===== src/rtl/qoa_spi_pkg.sv =====
// Shared types and constants for the QOA SPI master.
package qoa_spi_pkg;

    typedef enum logic [2:0] {
        StIdle,
        StSetup,
        StShift,
        StWait,
        StHold,
        StGap
    } spim_state_t;

    localparam int unsigned SPIM_CLK_DIV_DEFAULT = 4;
    localparam int unsigned SPI_BYTE_BITS        = 8;

endpackage


===== src/rtl/qoa_spim_tick.sv =====
// Loadable half-period down-counter: tick pulses for one cycle every CLK_DIV cycles.
module qoa_spim_tick #(
    parameter int unsigned CLK_DIV = 4
) (
    input  logic clk,
    input  logic rst_n,
    input  logic load,
    output logic tick
);
    localparam int unsigned    CntW   = $clog2(CLK_DIV);
    localparam logic [CntW-1:0] Reload = CntW'(CLK_DIV - 1);

    logic [CntW-1:0] cnt_q, cnt_d;

    assign tick = (cnt_q == '0);

    always_comb begin
        cnt_d = cnt_q - CntW'(1);
        if (load || tick) begin
            cnt_d = Reload;
        end
    end

    always_ff @(posedge clk or negedge rst_n) begin
        if (!rst_n) begin
            cnt_q <= '0;
        end else begin
            cnt_q <= cnt_d;
        end
    end

endmodule


===== src/rtl/qoa_spi_master.sv =====
// SPI mode-0 initiator for the QOA decoder chip; SCLK is divided from sys_clk.
// Define QOA_SPIM_RX_EN to compile in the MISO receive path.
module qoa_spi_master
    import qoa_spi_pkg::*;
#(
    parameter int unsigned CLK_DIV = SPIM_CLK_DIV_DEFAULT
) (
    input  logic       sys_clk,
    input  logic       sys_rst_n,
    input  logic       tx_valid,
    output logic       tx_ready,
    input  logic [7:0] tx_data,
    input  logic       tx_last,
    output logic       rx_valid,
    output logic [7:0] rx_data,
    output logic       busy,
    output logic       spi_sclk,
    output logic       spi_cs_n,
    output logic       spi_mosi,
    input  logic       spi_miso
);
    localparam logic [2:0] LastBit = 3'(SPI_BYTE_BITS - 1);

    spim_state_t state_q, state_d;
    logic [7:0]  tx_sr_q, tx_sr_d;
    logic [2:0]  bit_cnt_q, bit_cnt_d;
    logic        last_q, last_d;
    logic        sclk_q, sclk_d;
    logic        cs_n_q, cs_n_d;
    logic        tick, tick_load;
    logic        rise_stb, byte_done;

    // Every state entry restarts the half-period.
    assign tick_load = (state_d != state_q);

    qoa_spim_tick #(
        .CLK_DIV(CLK_DIV)
    ) u_tick (
        .clk  (sys_clk),
        .rst_n(sys_rst_n),
        .load (tick_load),
        .tick (tick)
    );

    always_ff @(posedge sys_clk or negedge sys_rst_n) begin
        if (!sys_rst_n) begin
            state_q   <= StIdle;
            tx_sr_q   <= '0;
            bit_cnt_q <= '0;
            last_q    <= 1'b0;
            sclk_q    <= 1'b0;
            cs_n_q    <= 1'b1;
        end else begin
            state_q   <= state_d;
            tx_sr_q   <= tx_sr_d;
            bit_cnt_q <= bit_cnt_d;
            last_q    <= last_d;
            sclk_q    <= sclk_d;
            cs_n_q    <= cs_n_d;
        end
    end

    always_comb begin
        state_d   = state_q;
        tx_sr_d   = tx_sr_q;
        bit_cnt_d = bit_cnt_q;
        last_d    = last_q;
        sclk_d    = sclk_q;
        cs_n_d    = cs_n_q;
        tx_ready  = 1'b0;
        rise_stb  = 1'b0;
        byte_done = 1'b0;
        unique case (state_q)
            StIdle, StWait: begin
                tx_ready = 1'b1;
                if (tx_valid) begin
                    tx_sr_d = tx_data;
                    last_d  = tx_last;
                    cs_n_d  = 1'b0;
                    state_d = StSetup;
                end
            end
            StSetup: begin
                if (tick) state_d = StShift;
            end
            StShift: begin
                if (tick) begin
                    sclk_d = ~sclk_q;
                    if (!sclk_q) begin
                        rise_stb = 1'b1;
                    end else begin
                        // MOSI is the shift register MSB, so shifting presents the next bit.
                        tx_sr_d   = {tx_sr_q[6:0], 1'b0};
                        bit_cnt_d = bit_cnt_q + 3'd1;
                        if (bit_cnt_q == LastBit) begin
                            byte_done = 1'b1;
                            state_d   = last_q ? StHold : StWait;
                        end
                    end
                end
            end
            StHold: begin
                if (tick) begin
                    cs_n_d  = 1'b1;
                    state_d = StGap;
                end
            end
            StGap: begin
                if (tick) state_d = StIdle;
            end
            default: state_d = StIdle;
        endcase
    end

    assign spi_sclk = sclk_q;
    assign spi_cs_n = cs_n_q;
    assign spi_mosi = tx_sr_q[7];
    assign busy     = (state_q != StIdle);

`ifdef QOA_SPIM_RX_EN
    logic [7:0] rx_sr_q, rx_data_q;
    logic       rx_valid_q;

    always_ff @(posedge sys_clk or negedge sys_rst_n) begin
        if (!sys_rst_n) begin
            rx_sr_q    <= '0;
            rx_data_q  <= '0;
            rx_valid_q <= 1'b0;
        end else begin
            rx_valid_q <= byte_done;
            if (rise_stb) rx_sr_q <= {rx_sr_q[6:0], spi_miso};
            if (byte_done) rx_data_q <= rx_sr_q;
        end
    end

    assign rx_valid = rx_valid_q;
    assign rx_data  = rx_data_q;
`else
    logic unused_rx;
    assign unused_rx = spi_miso ^ rise_stb ^ byte_done;
    assign rx_valid  = 1'b0;
    assign rx_data   = '0;
`endif

endmodule

===== config.mk =====
export PLATFORM = sky130hd
export DESIGN_NAME = qoa_spi_master
export DESIGN_NICKNAME = d
export VERILOG_FILES = /design/src/rtl/qoa_spi_pkg.sv /design/src/rtl/qoa_spim_tick.sv /design/src/rtl/qoa_spi_master.sv
export SDC_FILE = /design/constraint.sdc
export NUM_CORES = 1
export LEC_CHECK = 0
export BUFFER_PORTS_ARGS = -buffer_cell sky130_fd_sc_hd__buf_4
export CAP_MARGIN = 5
export CORE_MARGIN = 5
export CORE_UTILIZATION = 48
export CTS_BUF_LIST = sky130_fd_sc_hd__clkbuf_8
export DETAILED_ROUTE_END_ITERATION = 12
export PLACE_DENSITY = 0.72
export SLEW_MARGIN = 10
export SYNTH_ARGS = -nofsm -noshare
export SYNTH_HDL_FRONTEND = slang
export SYNTH_SLANG_ARGS = --single-unit
export TNS_END_PERCENT = 10

===== constraint.sdc =====
create_clock -name sys_clk -period 1.8 [get_ports sys_clk]
set_clock_uncertainty 0.15 [all_clocks]
set_input_delay 0.18 -clock sys_clk [delete_from_list [all_inputs] [get_ports sys_clk]]
set_output_delay 0.18 -clock sys_clk [all_outputs]
set_load 0.01 [all_outputs]

==> results.yml, run 1 <==
status:
  status: "complete, no violations"
power_and_ir_drop:
  leakage_uw: 0.000677
  clockPowerShare: 0.379
  power_per_cell_area_nw_per_um2: 571
  p_int_uw: 604
  p_sw_uw: 169
  power_frac_comb: 0.064
  total_power_uw: 773
  seqPwrFrac: 0.557
  sw_frac_of_total: 0.218
  ir_worst_vdd_uv: 543
route:
  wl_mm: 2.17
  drt_iter0_drc: 11
  drtAntennaViolNets: 0
  drt_pre_antenna_iters: 4
  drc: 0
  drt-wirelength-per-cell_um: 13.4
  vias: 869
  routed_via_density: 5.36
clocking:
  clk_pin_slew_ps: 70
  clkLatencyLatePin_ps: 260
  cts_tree: "built"
  postCtsHoldBufs: 2
  cts-resized-gates: 0
  cts-root-buf: "clkbuf_8"
  cts_setup_buffers: 0
  numCtsBuffers: 3
  clk_path_buf_depth: 2
  cts_sinks: 19
  htreeDepth: 1
setup_path:
  path_cells: "buf_4 > xnor2_1 > a22oi_2 > o2bb2ai_1"
  r2r_end: "tx_sr_q[6]"
  rrSetupSlack_ps: 140
  crit_path_top_delay_cell: "dfrtp_1"
  criticalPathCategory: "reg2reg"
  required_ps: 1780
  crit_path_max_incr_delay_ps: 510
  r2r_cells: 4
  crit_path_start_kind: "register"
  endpoint_kind: "register"
  r2r_start: "state_q[0]"
  crit_arrival_ps: 1640
  worstPathMaxFanout: 9
placement:
  dp_cells: 156
  place_congestion: 0.783
  port_buffers: 16
  place_area_sq_um: 1290
  dp_hpwl_mm: 1.58
synth:
  synth_area_sq_um: 1170
  ys.warnings.count: 0
  synth-seq-cells: 19
  syn_inst: 114
  yosysSeqAreaShare: 0.407
  synth_area_per_cell_sq_um: 10.3
  ys_types: 36
sta:
  fmax_ghz: 0.604
  rsz0062_at_grt: "false"
  setup_tns_ps: 0
  hold_viol: 0
  period_needed_ps: 1660
  maxSlewViolCount: 0
  fin_crit_sh: 0.920
  setup_violations: 0
grt:
  gr-usage-all-layers: 0.143
  grt_max_degree: 20
  grt_pass1_vias: 807
  gr-total-overflow: 0
  grt_pass1_wl_mm: 3.75
  grt_antenna_before_repair: 0
cells_and_area:
  fillers: 195
  final_cells: 162
  layout.nets: 151
  stdcell_area_sq_um: 1350
  drive_gt1_frac: 0.246
  n_antenna_cell: 0
  multi_input_area_sq_um: 584
  areaGrowthSynthToFinish_pct: 15.6
  seqCellArea_sq_um: 477
floorplanning:
  dieHeight_um: 59.4
  core_area_sq_um: 2280
  die_x_um: 59.4
  die_area_sq_um: 3520
  start_util: 0.514
  num_rows: 17
  ioPinCount: 27
worst_hold_path:
  min-delay-start: "tx_data[0]"
  hold_depth: 3
  hold_path_class: "in2reg"
  hold_end: "tx_sr_q[0]"
run:
  maxCapViolations: 0
power by group through the flow:
stage / clock, uW / combinational [uW] / sequential [uW]
after CTS: 307 / 49.6 / 430
after global placement: 0 / 45.5 / 439
after detailed placement: 0 / 46.2 / 439
after floorplan: 0 / 28.3 / 439
final: 293 / 49.3 / 431
after global routing: 333 / 55.0 / 431
routing by layer:
metal | wire length [um] | GRT usage | share of wire | vias to the layer above
met1 | 1000 | 0.191 | 0.46 | 415
met5 | 0 | 0 | 0 | -
met2 | 973 | 0.207 | 0.45 | 29
met4 | 44 | 0.0777 | 0.020 | 0
met3 | 146 | 0.0392 | 0.067 | 4
li1 | - | - | - | 421
registers in the layout (all words and copies together), names as in the netlist:
name          count
spi_sclk          1
spi_cs_n          1
tx_sr_q           8
u_tick.cnt_q      2
state_q           3
bit_cnt_q         3
last_q            1
logic make-up after synthesis:
logic type	count (synthesis)	synth area share
DFF	19	0.407
muxes	11	0.0973
AOI/OAI and AO/OA	23	0.157
adders and majority gates	3	0.0321
xor gates and xnor gates	4	0.0300
other	1	0.00321
and+or+nand+nor	30	0.154
buffers and inverters	23	0.119
cell usage in the layout (no fill, tap or decap), types with 3 or more instances in the layout:
| cell type | n |
|---|---|
| o2bb2ai_1 | 7 |
| inv_1 | 7 |
| nand2_1 | 4 |
| mux2i_1 | 8 |
| dfrtp_1 | 18 |
| mux2_2 | 3 |
| clkbuf_8 | 3 |
| nor2b_1 | 4 |
| buf_4 | 22 |
| nor2_1 | 3 |
| ha_1 | 3 |
| o21ai_0 | 4 |
| nand2b_1 | 3 |
| conb_1 | 9 |
| and2_1 | 9 |
worst max-delay path by stage:
stage / startpoint / end / slack [ps]
global placement: state_q[0] / tx_sr_q[4] / 200
CTS: state_q[2] / busy / 150
floorplan: u_tick.cnt_q[0] / bit_cnt_q[1] / 180
global route: state_q[2] / busy / 50
finish: state_q[0] / tx_sr_q[6] / 140
detailed placement: state_q[0] / tx_sr_q[3] / 180
cells in the mapped netlist:
master	number	area, sq um
nand4b_1	1	8.76
o31a_1	2	17.5
nor2b_1	4	25.0
buf_2	3	15.0
buf_6	1	11.3
conb_1	1	3.75
nand4_1	1	6.26
mux2i_1	8	80.1
nor3_1	2	10.0
nand2b_1	3	18.8
xor2_1	2	17.5
nand3_1	2	10.0
xnor2_1	2	17.5
dfstp_2	1	26.3
nand2_1	4	15.0
nor3b_4	1	18.8
a21oi_1	2	10.0
a21o_1	1	7.51
dfrtp_1	18	450
a22oi_2	1	12.5
o2bb2ai_1	7	61.3
a211o_1	1	8.76
inv_1	6	22.5
nor2_1	3	11.3
a221oi_1	1	8.76
mux2_2	3	33.8
o221a_2	1	11.3
o21ai_0	4	20.0
a221o_1	1	10.0
and2_1	9	56.3
o311ai_1	1	8.76
clkbuf_1	1	3.75
ha_1	3	37.5
a22oi_1	1	7.51
buf_4	11	82.6
inv_2	1	3.75
final cells by class:
type,count,area share
multi-input cells,80,0.432
clock buffers,3,0.0305
well taps,28,0.0259
clock inverters,1,0.00278
flip-flops and latches,19,0.352
inverters,7,0.0194
repair buffers,24,0.137
worst max-delay path: cells and delay by family, from the launching register on:
family / cells / cell delay, ps
compound gates: 2 / 360
buf+inv: 1 / 220
xor+xnor: 1 / 300
flops: 1 / 510
through the flow:
step | hold slack (ps) | utilization | setup slack (ps)
finish | 44.7 | 0.594 | 145
global route | 55.4 | 0.594 | 48.2
CTS | 33.8 | 0.594 | 153
detailed placement | -76.2 | 0.566 | 184
global placement | -80.2 | 0.566 | 199
floorplan | -266 | - | 176
Power figures use the tool's default switching activity.
==> inputs of run 2 (changes only) <==
clock period = 1.9 ns   (was 1.8 ns; I/O delays follow)
==> run 2 against run 1 <==
  * Setup slack improved by 91 ps
  * Worst hold slack got worse by 32 ps
  * Utilization decreased by 0.27 points
  * Wire length increased by 1.1%
  * Largest power group unchanged
==> results.yml, run 2 (synthesized netlist as in run 1, its figures left out) <==
power_and_ir_drop:
  power_per_cell_area_nw_per_um2: 551
  ir_worst_vdd_uv: 491
  leakage_uw: 0.000667
sta:
  fmax_ghz: 0.601
  hold_viol: 0
  rsz0062_at_grt: "false"
  fin_crit_sh: 0.876
  period_needed_ps: 1660
  maxSlewViolCount: 0
  setup_tns_ps: 0
  setup_violations: 0
placement:
  place_congestion: 0.769
  place_area_sq_um: 1290
  dp_hpwl_mm: 1.62
  port_buffers: 16
  dp_cells: 156
status:
  status: "complete, no violations"
clocking:
  clk_pin_slew_ps: 80
  clkLatencyLatePin_ps: 260
  cts_sinks: 19
  cts_tree: "built"
  htreeDepth: 1
  numCtsBuffers: 3
  clk_path_buf_depth: 2
  cts-resized-gates: 0
  cts-root-buf: "clkbuf_8"
floorplanning:
  start_util: 0.514
  num_rows: 17
  ioPinCount: 27
  core_area_sq_um: 2280
  dieHeight_um: 59.4
  die_x_um: 59.4
  die_area_sq_um: 3520
cells_and_area:
  layout_commonest_cell: "buf_4"
  final_cells: 161
  n_antenna_cell: 0
  fillers: 205
  largest_reg_flops: 8
  layout.nets: 150
  layout_common_cells: "22 x buf_4, 18 x dfrtp_1, 9 x and2_1, 9 x conb_1, 8 x mux2i_1"
  stdcell_area_sq_um: 1350
  reg_top3: "tx_sr_q: 8 flops, bit_cnt_q: 3 flops, state_q: 3 flops"
  areaGrowthSynthToFinish_pct: 15.1
  regMostFlops: "tx_sr_q"
  drive_gt1_frac: 0.256
  fin_util: 0.592
route:
  routed_via_density: 5.31
  drt-wirelength-per-cell_um: 13.6
  drt_pre_antenna_iters: 4
  wl_mm: 2.19
  drc: 0
  drt_iter0_drc: 17
  vias: 855
  drtAntennaViolNets: 0
grt:
  gr-total-overflow: 0
  gr-usage-all-layers: 0.139
  grt_pass1_vias: 816
  grt_antenna_before_repair: 0
  grt_max_degree: 20
  grt_pass1_wl_mm: 3.77
setup_path:
  endpoint_kind: "register"
  path_cells: "inv_1 > ha_1 > and2_1 > and2_1 > mux2_2"
  path_common_cell: "and2_1"
  crit_path_start_kind: "register"
  required_ps: 1900
  path_delay_family: "simple AND/OR/NAND/NOR gates"
  crit_buf_inv: 1
  worstPathMaxFanout: 4
  crit_path_top_delay_cell: "dfrtp_1"
  crit_path_max_incr_delay_ps: 380
  crit_arrival_ps: 1660
  criticalPathCategory: "reg2reg"
worst_hold_path:
  hold_path_class: "in2reg"
run:
  maxCapViolations: 0
[run 2: cell count changes in the layout (fill, tap and decap cells not counted)]
cell / before / now
inv_1: 7 / 6
dlygate4sd3_1: 2 / 1
clkinvlp_4: 0 / 1
[run 2: area by class of cell]
class                      count  area [sq um]  area share
multi-input combinational     80           584       0.434
sequential                    19           477       0.354
timing repair buffer          23           175       0.130
clock buffer                   3          41.3      0.0307
tap                           28          35.0      0.0260
inverter                       7          26.3      0.0195
clock inverter                 1          7.51     0.00558
[run 2: metrics by stage]
stage	worst slack (ps)	hold WS, ps	power (uW)
after detailed placement	244	-70.0	459
after CTS	224	9.31	752
after global placement	276	-71.7	458
after global routing	148	0.237	783
final	236	13.1	742
after floorplan	276	-256	443
[run 2: power by group]
group	internal [uW]	switching (uW)	leakage, uW
logic	20.3	24.8	0.000411
registers	406	1.38	0.000235
clock network	148	142	0.0000217
[run 2: metal layers]
| metal | vias to the layer above | global-route usage | part of all wire |
|---|---|---|---|
| met4 | 0 | 0.0453 | 0.0046 |
| met3 | 2 | 0.0414 | 0.063 |
| met5 | - | 0 | 0 |
| met1 | 414 | 0.189 | 0.45 |
| li1 | 414 | - | - |
| met2 | 25 | 0.209 | 0.48 |
[run 2: final timing paths]
kind | endpoint | startpoint | slack, ps | cells past startpoint
worst max-delay path | bit_cnt_q[1] | u_tick.cnt_q[0] | 240 | 5
worst min-delay path | last_q | tx_last | 10 | 2
worst max register to register | bit_cnt_q[1] | u_tick.cnt_q[0] | 240 | 5
worst min register to register | u_tick.cnt_q[0] | u_tick.cnt_q[0] | 280 | 1
max in group asynchronous | spi_cs_n | sys_rst_n | 1150 | 2
min in group asynchronous | bit_cnt_q[2] | sys_rst_n | 190 | 2
[run 2: what timing repair did]
action / CTS / global route
buffers inserted: 0 / 0
endpoints found under the hold margin: 19 / 0
hold buffers: 1 / 0
[run 2: worst reg2reg max path, cell delays in order (launching register included)]
cell and delay [ps]:
dfrtp_1 380, inv_1 60, ha_1 220, and2_1 180, and2_1 210, mux2_2 350
